File: src/rtl/deepfifo_sched_pkg.sv
// Shared types for the deepfifo AXI scheduler: write/read FSM state encodings
// and the owner-index width helper.
package deepfifo_sched_pkg;

  typedef enum logic [1:0] {
    W_IDLE  = 2'd0,
    W_BURST = 2'd1,
    W_RESP  = 2'd2
  } w_state_e;

  typedef enum logic [1:0] {
    R_IDLE = 2'd0,
    R_ADDR = 2'd1,
    R_DATA = 2'd2
  } r_state_e;

  // Width of a binary channel index; never narrower than one bit.
  function automatic int idx_w(input int n);
    return (n <= 2) ? 1 : $clog2(n);
  endfunction

endpackage

File: src/rtl/deepfifo_rr_pick.sv
// Combinational round-robin picker: scans from last+1 (mod S) and returns the
// first requesting channel as one-hot, binary index and an any-request flag.
module deepfifo_rr_pick
  import deepfifo_sched_pkg::*;
#(
  parameter int S  = 8,
  parameter int IW = idx_w(S)
) (
  input  logic [S-1:0]  req,
  input  logic [IW-1:0] last,
  output logic [S-1:0]  gnt,
  output logic [IW-1:0] idx,
  output logic          any
);

  always_comb begin
    int c;
    logic [IW-1:0] cand;
    gnt  = '0;
    idx  = '0;
    any  = 1'b0;
    c    = 0;
    cand = '0;
    for (int k = 1; k <= S; k++) begin
      c    = (int'(last) + k) % S;
      cand = IW'(c);
      if (!any && req[cand]) begin
        any       = 1'b1;
        idx       = cand;
        gnt[cand] = 1'b1;
      end
    end
  end

endmodule

File: src/rtl/deepfifo_axi_sched.sv
// Shares one AXI4 master port among S deepfifo channels with independent
// round-robin write and read schedulers. Define DEEPFIFO_SCHED_WDT_EN to add
// per-path watchdogs that abort a stuck transaction and latch wdt_err.
module deepfifo_axi_sched
  import deepfifo_sched_pkg::*;
#(
  parameter int S          = 8,
  parameter int WDT_CYCLES = 4096
) (
  input  logic                 clk,
  input  logic                 sys_rst,
  input  logic [S-1:0]         aw_req,
  input  logic [S-1:0]         ar_req,
  input  logic                 aw_hs,
  input  logic                 w_last_hs,
  input  logic                 b_hs,
  input  logic                 ar_hs,
  input  logic                 r_last_hs,
  output logic [S-1:0]         wr_gnt,
  output logic [S-1:0]         rd_gnt,
  output logic [$clog2(S)-1:0] wr_idx,
  output logic [$clog2(S)-1:0] rd_idx,
  output logic                 wdt_err
);

  localparam int IW = idx_w(S);

  if (S < 2 || WDT_CYCLES < 1) begin : g_bad_cfg
    $error("deepfifo_axi_sched: S must be >= 2 and WDT_CYCLES >= 1");
  end

  w_state_e      w_state_q, w_state_d;
  logic [S-1:0]  wr_gnt_q, wr_gnt_d;
  logic [IW-1:0] wr_idx_q, wr_idx_d;
  logic [IW-1:0] wr_last_q, wr_last_d;
  logic          aw_done_q, aw_done_d;
  logic          w_done_q, w_done_d;

  r_state_e      r_state_q, r_state_d;
  logic [S-1:0]  rd_gnt_q, rd_gnt_d;
  logic [IW-1:0] rd_idx_q, rd_idx_d;
  logic [IW-1:0] rd_last_q, rd_last_d;

  logic [S-1:0]  wr_pick_gnt, rd_pick_gnt;
  logic [IW-1:0] wr_pick_idx, rd_pick_idx;
  logic          wr_pick_any, rd_pick_any;

`ifdef DEEPFIFO_SCHED_WDT_EN
  localparam int CW = $clog2(WDT_CYCLES + 1);
  logic [CW-1:0] wr_wdt_q, wr_wdt_d;
  logic [CW-1:0] rd_wdt_q, rd_wdt_d;
  logic          wr_wdt_fire, rd_wdt_fire;
  logic          wdt_err_q, wdt_err_d;
`endif

  deepfifo_rr_pick #(.S(S), .IW(IW)) u_wr_pick (
    .req  (aw_req),
    .last (wr_last_q),
    .gnt  (wr_pick_gnt),
    .idx  (wr_pick_idx),
    .any  (wr_pick_any)
  );

  deepfifo_rr_pick #(.S(S), .IW(IW)) u_rd_pick (
    .req  (ar_req),
    .last (rd_last_q),
    .gnt  (rd_pick_gnt),
    .idx  (rd_pick_idx),
    .any  (rd_pick_any)
  );

  // Write path: AW and last-W may complete in any order before B is accepted.
  always_comb begin
    w_state_d = w_state_q;
    wr_gnt_d  = wr_gnt_q;
    wr_idx_d  = wr_idx_q;
    wr_last_d = wr_last_q;
    aw_done_d = aw_done_q;
    w_done_d  = w_done_q;
`ifdef DEEPFIFO_SCHED_WDT_EN
    wr_wdt_d    = '0;
    wr_wdt_fire = 1'b0;
`endif
    case (w_state_q)
      W_IDLE: begin
        aw_done_d = 1'b0;
        w_done_d  = 1'b0;
        if (wr_pick_any) begin
          w_state_d = W_BURST;
          wr_gnt_d  = wr_pick_gnt;
          wr_idx_d  = wr_pick_idx;
          wr_last_d = wr_pick_idx;
        end
      end
      W_BURST: begin
        aw_done_d = aw_done_q | aw_hs;
        w_done_d  = w_done_q | w_last_hs;
        if (aw_done_d && w_done_d) begin
          w_state_d = W_RESP;
        end
      end
      W_RESP: begin
        if (b_hs) begin
          w_state_d = W_IDLE;
          wr_gnt_d  = '0;
          aw_done_d = 1'b0;
          w_done_d  = 1'b0;
        end
      end
      default: begin
        w_state_d = W_IDLE;
        wr_gnt_d  = '0;
        aw_done_d = 1'b0;
        w_done_d  = 1'b0;
      end
    endcase
`ifdef DEEPFIFO_SCHED_WDT_EN
    if (w_state_q != W_IDLE) begin
      if (wr_wdt_q == CW'(WDT_CYCLES - 1)) begin
        w_state_d   = W_IDLE;
        wr_gnt_d    = '0;
        aw_done_d   = 1'b0;
        w_done_d    = 1'b0;
        wr_wdt_fire = 1'b1;
      end else begin
        wr_wdt_d = wr_wdt_q + 1'b1;
      end
    end
`endif
  end

  always_ff @(posedge clk or posedge sys_rst) begin
    if (sys_rst) begin
      w_state_q <= W_IDLE;
      wr_gnt_q  <= '0;
      wr_idx_q  <= '0;
      wr_last_q <= IW'(S - 1);
      aw_done_q <= 1'b0;
      w_done_q  <= 1'b0;
    end else begin
      w_state_q <= w_state_d;
      wr_gnt_q  <= wr_gnt_d;
      wr_idx_q  <= wr_idx_d;
      wr_last_q <= wr_last_d;
      aw_done_q <= aw_done_d;
      w_done_q  <= w_done_d;
    end
  end

  // Read path: address handshake first, then the last data beat releases.
  always_comb begin
    r_state_d = r_state_q;
    rd_gnt_d  = rd_gnt_q;
    rd_idx_d  = rd_idx_q;
    rd_last_d = rd_last_q;
`ifdef DEEPFIFO_SCHED_WDT_EN
    rd_wdt_d    = '0;
    rd_wdt_fire = 1'b0;
`endif
    case (r_state_q)
      R_IDLE: begin
        if (rd_pick_any) begin
          r_state_d = R_ADDR;
          rd_gnt_d  = rd_pick_gnt;
          rd_idx_d  = rd_pick_idx;
          rd_last_d = rd_pick_idx;
        end
      end
      R_ADDR: begin
        if (ar_hs) begin
          r_state_d = R_DATA;
        end
      end
      R_DATA: begin
        if (r_last_hs) begin
          r_state_d = R_IDLE;
          rd_gnt_d  = '0;
        end
      end
      default: begin
        r_state_d = R_IDLE;
        rd_gnt_d  = '0;
      end
    endcase
`ifdef DEEPFIFO_SCHED_WDT_EN
    if (r_state_q != R_IDLE) begin
      if (rd_wdt_q == CW'(WDT_CYCLES - 1)) begin
        r_state_d   = R_IDLE;
        rd_gnt_d    = '0;
        rd_wdt_fire = 1'b1;
      end else begin
        rd_wdt_d = rd_wdt_q + 1'b1;
      end
    end
`endif
  end

  always_ff @(posedge clk or posedge sys_rst) begin
    if (sys_rst) begin
      r_state_q <= R_IDLE;
      rd_gnt_q  <= '0;
      rd_idx_q  <= '0;
      rd_last_q <= IW'(S - 1);
    end else begin
      r_state_q <= r_state_d;
      rd_gnt_q  <= rd_gnt_d;
      rd_idx_q  <= rd_idx_d;
      rd_last_q <= rd_last_d;
    end
  end

`ifdef DEEPFIFO_SCHED_WDT_EN
  always_comb begin
    wdt_err_d = wdt_err_q | wr_wdt_fire | rd_wdt_fire;
  end

  always_ff @(posedge clk or posedge sys_rst) begin
    if (sys_rst) begin
      wr_wdt_q  <= '0;
      rd_wdt_q  <= '0;
      wdt_err_q <= 1'b0;
    end else begin
      wr_wdt_q  <= wr_wdt_d;
      rd_wdt_q  <= rd_wdt_d;
      wdt_err_q <= wdt_err_d;
    end
  end

  assign wdt_err = wdt_err_q;
`else
  assign wdt_err = 1'b0;
`endif

  assign wr_gnt = wr_gnt_q;
  assign rd_gnt = rd_gnt_q;
  assign wr_idx = wr_idx_q;
  assign rd_idx = rd_idx_q;

endmodule

File: config.mk
export PLATFORM = sky130hd
export DESIGN_NAME = deepfifo_axi_sched
export DESIGN_NICKNAME = d
export VERILOG_FILES = /design/src/rtl/deepfifo_sched_pkg.sv /design/src/rtl/deepfifo_rr_pick.sv /design/src/rtl/deepfifo_axi_sched.sv
export SDC_FILE = /design/constraint.sdc
export NUM_CORES = 1
export LEC_CHECK = 0
export ABC_AREA = 1
export CAP_MARGIN = 40
export CORE_MARGIN = 2
export CORE_UTILIZATION = 59
export CTS_CLUSTER_SIZE = 24
export DETAILED_ROUTE_END_ITERATION = 7
export MAX_ROUTING_LAYER = met4
export PLACE_DENSITY = 0.83
export SLEW_MARGIN = 20
export SYNTH_ARGS = -nofsm -noshare
export SYNTH_HDL_FRONTEND = slang
export SYNTH_SLANG_ARGS = --single-unit
export TNS_END_PERCENT = 5
File: constraint.sdc
create_clock -name clk -period 3.2 [get_ports clk]
set_clock_uncertainty 0.2 [all_clocks]
set_input_delay 0.64 -clock clk [delete_from_list [all_inputs] [get_ports clk]]
set_output_delay 0.64 -clock clk [all_outputs]
set_load 0.05 [all_outputs]
### After elaboration in Yosys (flattened, before gate mapping)

Cells that the tools add are included.

| word-level totals | value |
|---|---|
| register bits | 34 |
| output and inout bits | 23 |
| word-level logic and storage cells | 268 |

| cells by class | value |
|---|---|
| add/sub/neg operators | 16 |
| $lt $le $gt $ge | 32 |
| eq/ne operators | 10 |
| muxes and demuxes | 129 |
| bitwise gates (word level) | 18 |
| reductions and logical operators | 53 |

Operators with widths:

| kind | number |
|---|---|
| two-way mux 8 bit | 20 |
| OR 8 bit | 14 |
| less-than comparator 3 x 4 -> 1 bit (second input constant) | 16 |
| two-way mux 1 bit | 49 |
| binary-select mux 1 bit (select 3 bit) | 16 |
| demux 1 bit (select 3 bit) | 16 |
| greater-or-equal comparator 3 x 1 -> 1 bit (second input constant) | 16 |
| two-way mux 3 bit | 16 |
| one-hot mux 8 bit (3 select lines) | 2 |
| logical AND 1 bit | 31 |
| adder 3 bit (second input constant) | 8 |
| zero test 1 bit | 14 |
| adder 3 x 1 -> 3 bit (second input constant) | 4 |
| adder 3 x 2 -> 3 bit (second input constant) | 4 |
| two-way mux 2 bit | 6 |
| one-hot mux 2 bit (3 select lines) | 2 |
| AND reduction 3 bit | 4 |
| inequality test 2 bit (second input constant) | 5 |
| equality test 2 x 1 -> 1 bit (second input constant) | 2 |
| equality test 2 bit (second input constant) | 2 |
| zero test 2 bit | 2 |
| one-hot mux 1 bit (2 select lines) | 2 |
| AND reduction 2 bit | 2 |
| inequality test 2 x 1 -> 1 bit (second input constant) | 1 |
| 2 further kinds | 4 |

### Logic depth before layout (Yosys ltp)

| depth | value |
|---|---|
| depth in word-level cells | 27 |
| depth in mapped cells | 21 |
| mapped depth without buffers | 17 |

### Modules after synthesis

Synthesis repeated with hierarchy kept, for this count alone.

| second synthesis, totals | value |
|---|---|
| cells, all modules | 794 |
| area total of the unflattened synthesis | 4608.2 um2 |

By module, submodules not included:

| module | instances | cells an instance | area an instance (um2) |
|---|---|---|---|
| deepfifo_rr_pick at u_wr_pick | 1 | 310 | 1569.0 |
| deepfifo_rr_pick at u_rd_pick | 1 | 309 | 1566.5 |
| deepfifo_axi_sched | 1 | 175 | 1472.7 |

### Worst setup path after synthesis

Ideal clock, no wire load.

| path | value |
|---|---|
| kind | register to register |
| start point | reg wr_last_q[0] |
| end point | reg wr_idx_q[0], in the netlist wr_idx[0] |
| library setup time | 0.120 ns |
| data arrival time | 2.584 ns |
| path slack | 0.296 ns |
| stages on the path, launching flop included | 18 |
| path buffers | 4 |
| period minus slack after synthesis | 2.904 ns |
| cell sequence | dfstp_2 > inv_2 > buf_6 > clkbuf_1 > ha_1 > buf_2 > inv_2 > buf_4 > nand3_1 > nand2_1 > nand2_1 > nand2_2 > nand4_4 > nor2_4 > nand3_1 > nand2_2 > nand3b_1 > nand2_1 |

| on the way | value |
|---|---|
| longest elaborated chain between the ends | 26 |

RTL lines:

| item | RTL line | RTL |
|---|---|---|
| start: declaration | deepfifo_axi_sched.sv:35 | `logic [IW-1:0] wr_last_q, wr_last_d;` |
| start signal: assignment | deepfifo_axi_sched.sv:137 | `wr_last_q <= IW'(S - 1);` |
| start signal: assignment | deepfifo_axi_sched.sv:144 | `wr_last_q <= wr_last_d;` |
| adder 3 x 1 -> 3 bit | deepfifo_rr_pick.sv:25 | `c = (int'(last) + k) % S;` |
| binary-select mux 1 bit (select 3 bit) | deepfifo_rr_pick.sv:27 | `if (!any && req[cand]) begin` |
| two-way mux 1 bit (not written as such) | deepfifo_rr_pick.sv:27 |  |
| two-way mux 1 bit | deepfifo_rr_pick.sv:27 |  |
| zero test 1 bit | deepfifo_rr_pick.sv:27 |  |
| logical AND 1 bit | deepfifo_rr_pick.sv:27 |  |
| two-way mux 1 bit | deepfifo_rr_pick.sv:27 |  |
| zero test 1 bit | deepfifo_rr_pick.sv:27 |  |
| [10 not listed] | n/a |  |
| two-way mux 1 bit | deepfifo_rr_pick.sv:27 |  |
| zero test 1 bit | deepfifo_rr_pick.sv:27 |  |
| logical AND 1 bit | deepfifo_rr_pick.sv:27 |  |
| two-way mux 1 bit | deepfifo_rr_pick.sv:27 |  |
| zero test 1 bit | deepfifo_rr_pick.sv:27 |  |
| logical AND 1 bit | deepfifo_rr_pick.sv:27 |  |
| two-way mux 1 bit | deepfifo_rr_pick.sv:27 |  |
| AND reduction 2 bit (no line) | n/a |  |
| end signal: assignment | deepfifo_axi_sched.sv:143 | `wr_idx_q <= wr_idx_d;` |
| end: declaration | deepfifo_axi_sched.sv:34 | `logic [IW-1:0] wr_idx_q, wr_idx_d;` |

Parallel ways exist; a longest one is shown, timed or not. The select of a mux whose other input is x is not followed.
A chain may end at the register's enable or synchronous reset.

### Final worst setup path

| path | value |
|---|---|
| start point | reg wr_last_q[0] |
| end point | reg w_state_q[1] |

| on the way | value |
|---|---|
| longest elaborated chain between the ends | 27 |

RTL lines:

| item | RTL line | RTL |
|---|---|---|
| adder 3 x 1 -> 3 bit | deepfifo_rr_pick.sv:25 |  |
| binary-select mux 1 bit (select 3 bit) | deepfifo_rr_pick.sv:27 |  |
| two-way mux 1 bit (not written as such) | deepfifo_rr_pick.sv:27 |  |
| two-way mux 1 bit | deepfifo_rr_pick.sv:27 |  |
| zero test 1 bit | deepfifo_rr_pick.sv:27 |  |
| logical AND 1 bit | deepfifo_rr_pick.sv:27 |  |
| two-way mux 1 bit | deepfifo_rr_pick.sv:27 |  |
| zero test 1 bit | deepfifo_rr_pick.sv:27 |  |
| [11 not listed] | n/a |  |
| zero test 1 bit | deepfifo_rr_pick.sv:27 |  |
| logical AND 1 bit | deepfifo_rr_pick.sv:27 |  |
| two-way mux 1 bit | deepfifo_rr_pick.sv:27 |  |
| zero test 1 bit | deepfifo_rr_pick.sv:27 |  |
| logical AND 1 bit | deepfifo_rr_pick.sv:27 |  |
| two-way mux 1 bit * | deepfifo_rr_pick.sv:27 |  |
| inequality test 2 x 1 -> 1 bit (no line) * | n/a |  |
| AND reduction 3 bit (no line) * | n/a |  |
| end signal: assignment | deepfifo_axi_sched.sv:141 | `w_state_q <= w_state_d;` |
| end: declaration | deepfifo_axi_sched.sv:32 | `w_state_e w_state_q, w_state_d;` |

Every way passes the cells marked *; elsewhere a longest branch is shown, timed or not. The select of a mux whose other input is x is not followed.

==> flow_summary.ini <==
[run_status]
outcome = finished clean

[global_route]
grt_pass1_wl_um = 22410
grt_max_degree = 35
antenna_found_initial = 0
grt_pass1_vias = 4833
overflow = 0
track_usage_pct = 33.44

[route]
wl_per_cell_um = 14.53
detail-route-antenna-nets = 0
via_per_inst = 5.800
drtPass1Iterations = 5
vias = 5162
drtIter0Drc = 602
drc = 0
wirelength_um = 12930

[cts]
cts_buffers = 5
cts_setup_buffers = 0
root_buffer = clkbuf_8
cts.sink_count = 34
h-tree-depth = 2
clk_pin_slew_ns = 0.06
cts_hold_buf = 0
cts_max_path_buffers = 2
clkLatencyLatePin_ns = 0.27
cts_tree = done

[logic_synthesis]
synth_top_family_by_area = simple AND/OR/NAND/NOR gates
syn_inst = 751
synthMuxAreaShare_pct = 0
synth_adder_area_share_pct = 3.425
synth_compound_area_share_pct = 2.797
synthTopCellsByCount = nand2_1, nand3_1, nor2_1
synth_area_mm2 = 0.004384
ys_ff_latch = 34
async_flop_share_pct = 100.0
ys_types = 33
synth_top_area_share_pct = 19.52
syn_avg_cell_area_um2 = 5.838
synthesis.nets = 786
synth-simple-area-share_pct = 63.13
yosys-top-cells-area = nand2_1, dfrtp_1, nand3_1, nor2_1, nand4_1
synth_top_area_cell = nand2_1
synth_warnings = 0
dominantRegCellSynth = dfrtp_1
yosys.area_share.xor_xnor_pct = 0
ys_seq_area_share_pct = 19.58
synth.most_common_cell = nand2_1
synth_edf_count = 0

[floorplan]
die_w_um = 90.20
die_area_mm2 = 0.008136
start_util_pct = 60.77
die_h_um = 90.20
io_pins = 46
rows = 31
coreArea_mm2 = 0.007214

[place]
place.gp.congestion = 0.9704
post-dp-hpwl_um = 9954
port_buffers = 44
post-place-ws_ns = 0.1388
dp.cells = 881

[sta]
slew_violations = 0
max_freq_ghz = 0.3331
worstMarginPinSlew_ns = 0.5293
slew_headroom_pct = 64.60
hold_viol_final = 0
rsz0062_at_grt = false
fin_crit_sh_pct = 93.83
tns_ns = 0
min_period_ns = 3.002
worst_slack_ns = 0.1975
setup_viol = 0
hold_ws_ns = 0.2801

[setup_path]
startpoint = wr_last_q[0]$_DFFE_PP1P_
r2r_setup_slack_ns = 0.20
cp.arrival_ns = 3.02
start_kind = flop
rr_worst_depth = 14
crit_type = reg -> reg
critPathRequiredTime_ns = 3.22
cp-end-kind = flop
regToRegEndpoint = w_state_q[1]$_DFFE_PP0P_
crit_fanout = 23
r2r-start = wr_last_q[0]$_DFFE_PP1P_

[min_path]
min-delay-start = rd_gnt[5]$_DFFE_PP0P_
holdPathStages = 2
min_path_type = reg -> reg
holdPathEnd = rd_gnt[5]$_DFFE_PP0P_

[cells_and_area]
final_cells = 890
n_antenna_cell = 0
syn_to_final_growth_pct = 14.87
layout.nets = 825
drive_above_1_share_pct = 12.64

[job]
maxCapViolCount = 0
==> worst max-delay path: stages (launching register included) <==
cell	delay, ns
dfstp_2	0.55
buf_4	0.27
ha_1	0.21
nand2_1	0.06
nand2_2	0.18
inv_2	0.11
nand3_2	0.09
nand2_2	0.15
nor2_2	0.19
nand4_4	0.11
nor2_4	0.18
nand4_1	0.23
nand3_2	0.24
nand3_1	0.10
inv_1	0.06
==> cells in the final DEF, fill, tap and decap left out, drive strengths merged <==
cell type / count
nand2: 246
nand3: 148
nor2: 106
inv: 65
clkdlybuf4s50: 44
nand4: 40
dfrtp: 28
nor3: 25
buf: 25
ha: 12
nand3b: 11
o21ai: 10
a21oi: 8
clkbuf: 8
dfstp: 6
clkinv: 4
o21bai: 2
a31oi: 1
o211ai: 1
conb: 1
==> cells by family after synthesis <==
family | Yosys count
other | 1
and+or+nand+nor | 576
adders and majority gates | 12
DFF | 34
buffers and inverters | 106
AOI/OAI and AO/OA | 22
==> state kept, by name (all words and copies together) (netlist names) <==
name,flops
r_state_q,2
rd_idx,3
wr_idx,3
w_done_q,1
rd_gnt,8
aw_done_q,1
wr_last_q,3
wr_gnt,8
rd_last_q,3
w_state_q,2
==> worst max-delay path by stage <==
stage,end,cells after the start
finish,w_state_q[1]$_DFFE_PP0P_,14
global route,wr_gnt[2]$_DFFE_PP0P_,14
CTS,w_state_q[1]$_DFFE_PP0P_,13
detailed placement,rd_gnt[6]$_DFFE_PP0P_,12
global placement,rd_gnt[3]$_DFFE_PP0P_,12
floorplan,wr_idx[0]$_DFFE_PP0P_,17
==> area by class of cell <==
class,instances,area (um^2)
clock buffers,8,110.1
fillers,647,2178
inverters,69,261.5
multi-input cells,611,3054
flip-flops and latches,34,858.3
well taps,99,123.9
repair buffers,69,628.1
==> stage by stage <==
step	utilization [%]	cell area, um^2
floorplan	-	4384
global placement	68.00	4906
detailed placement	68.00	4906
CTS	69.53	5016
global route	69.81	5036
finish	69.81	5036
==> per-layer routing <==
| layer | track usage [%] | wire (um) |
|---|---|---|
| met5 | - | 0 |
| met3 | 5.532 | 1119 |
| met1 | 47.45 | 5931 |
| met2 | 50.88 | 5760 |
| met4 | 6.282 | 123 |
==> repair_timing <==
item,4_1_cts,5_1_grt
endpoints found under the hold margin,0,0
gates resized for setup,0,3
setup endpoints to repair,0,10
Power is not shown: default switching activity piles up to over one toggle a cycle in this logic, so the estimate is an artifact.
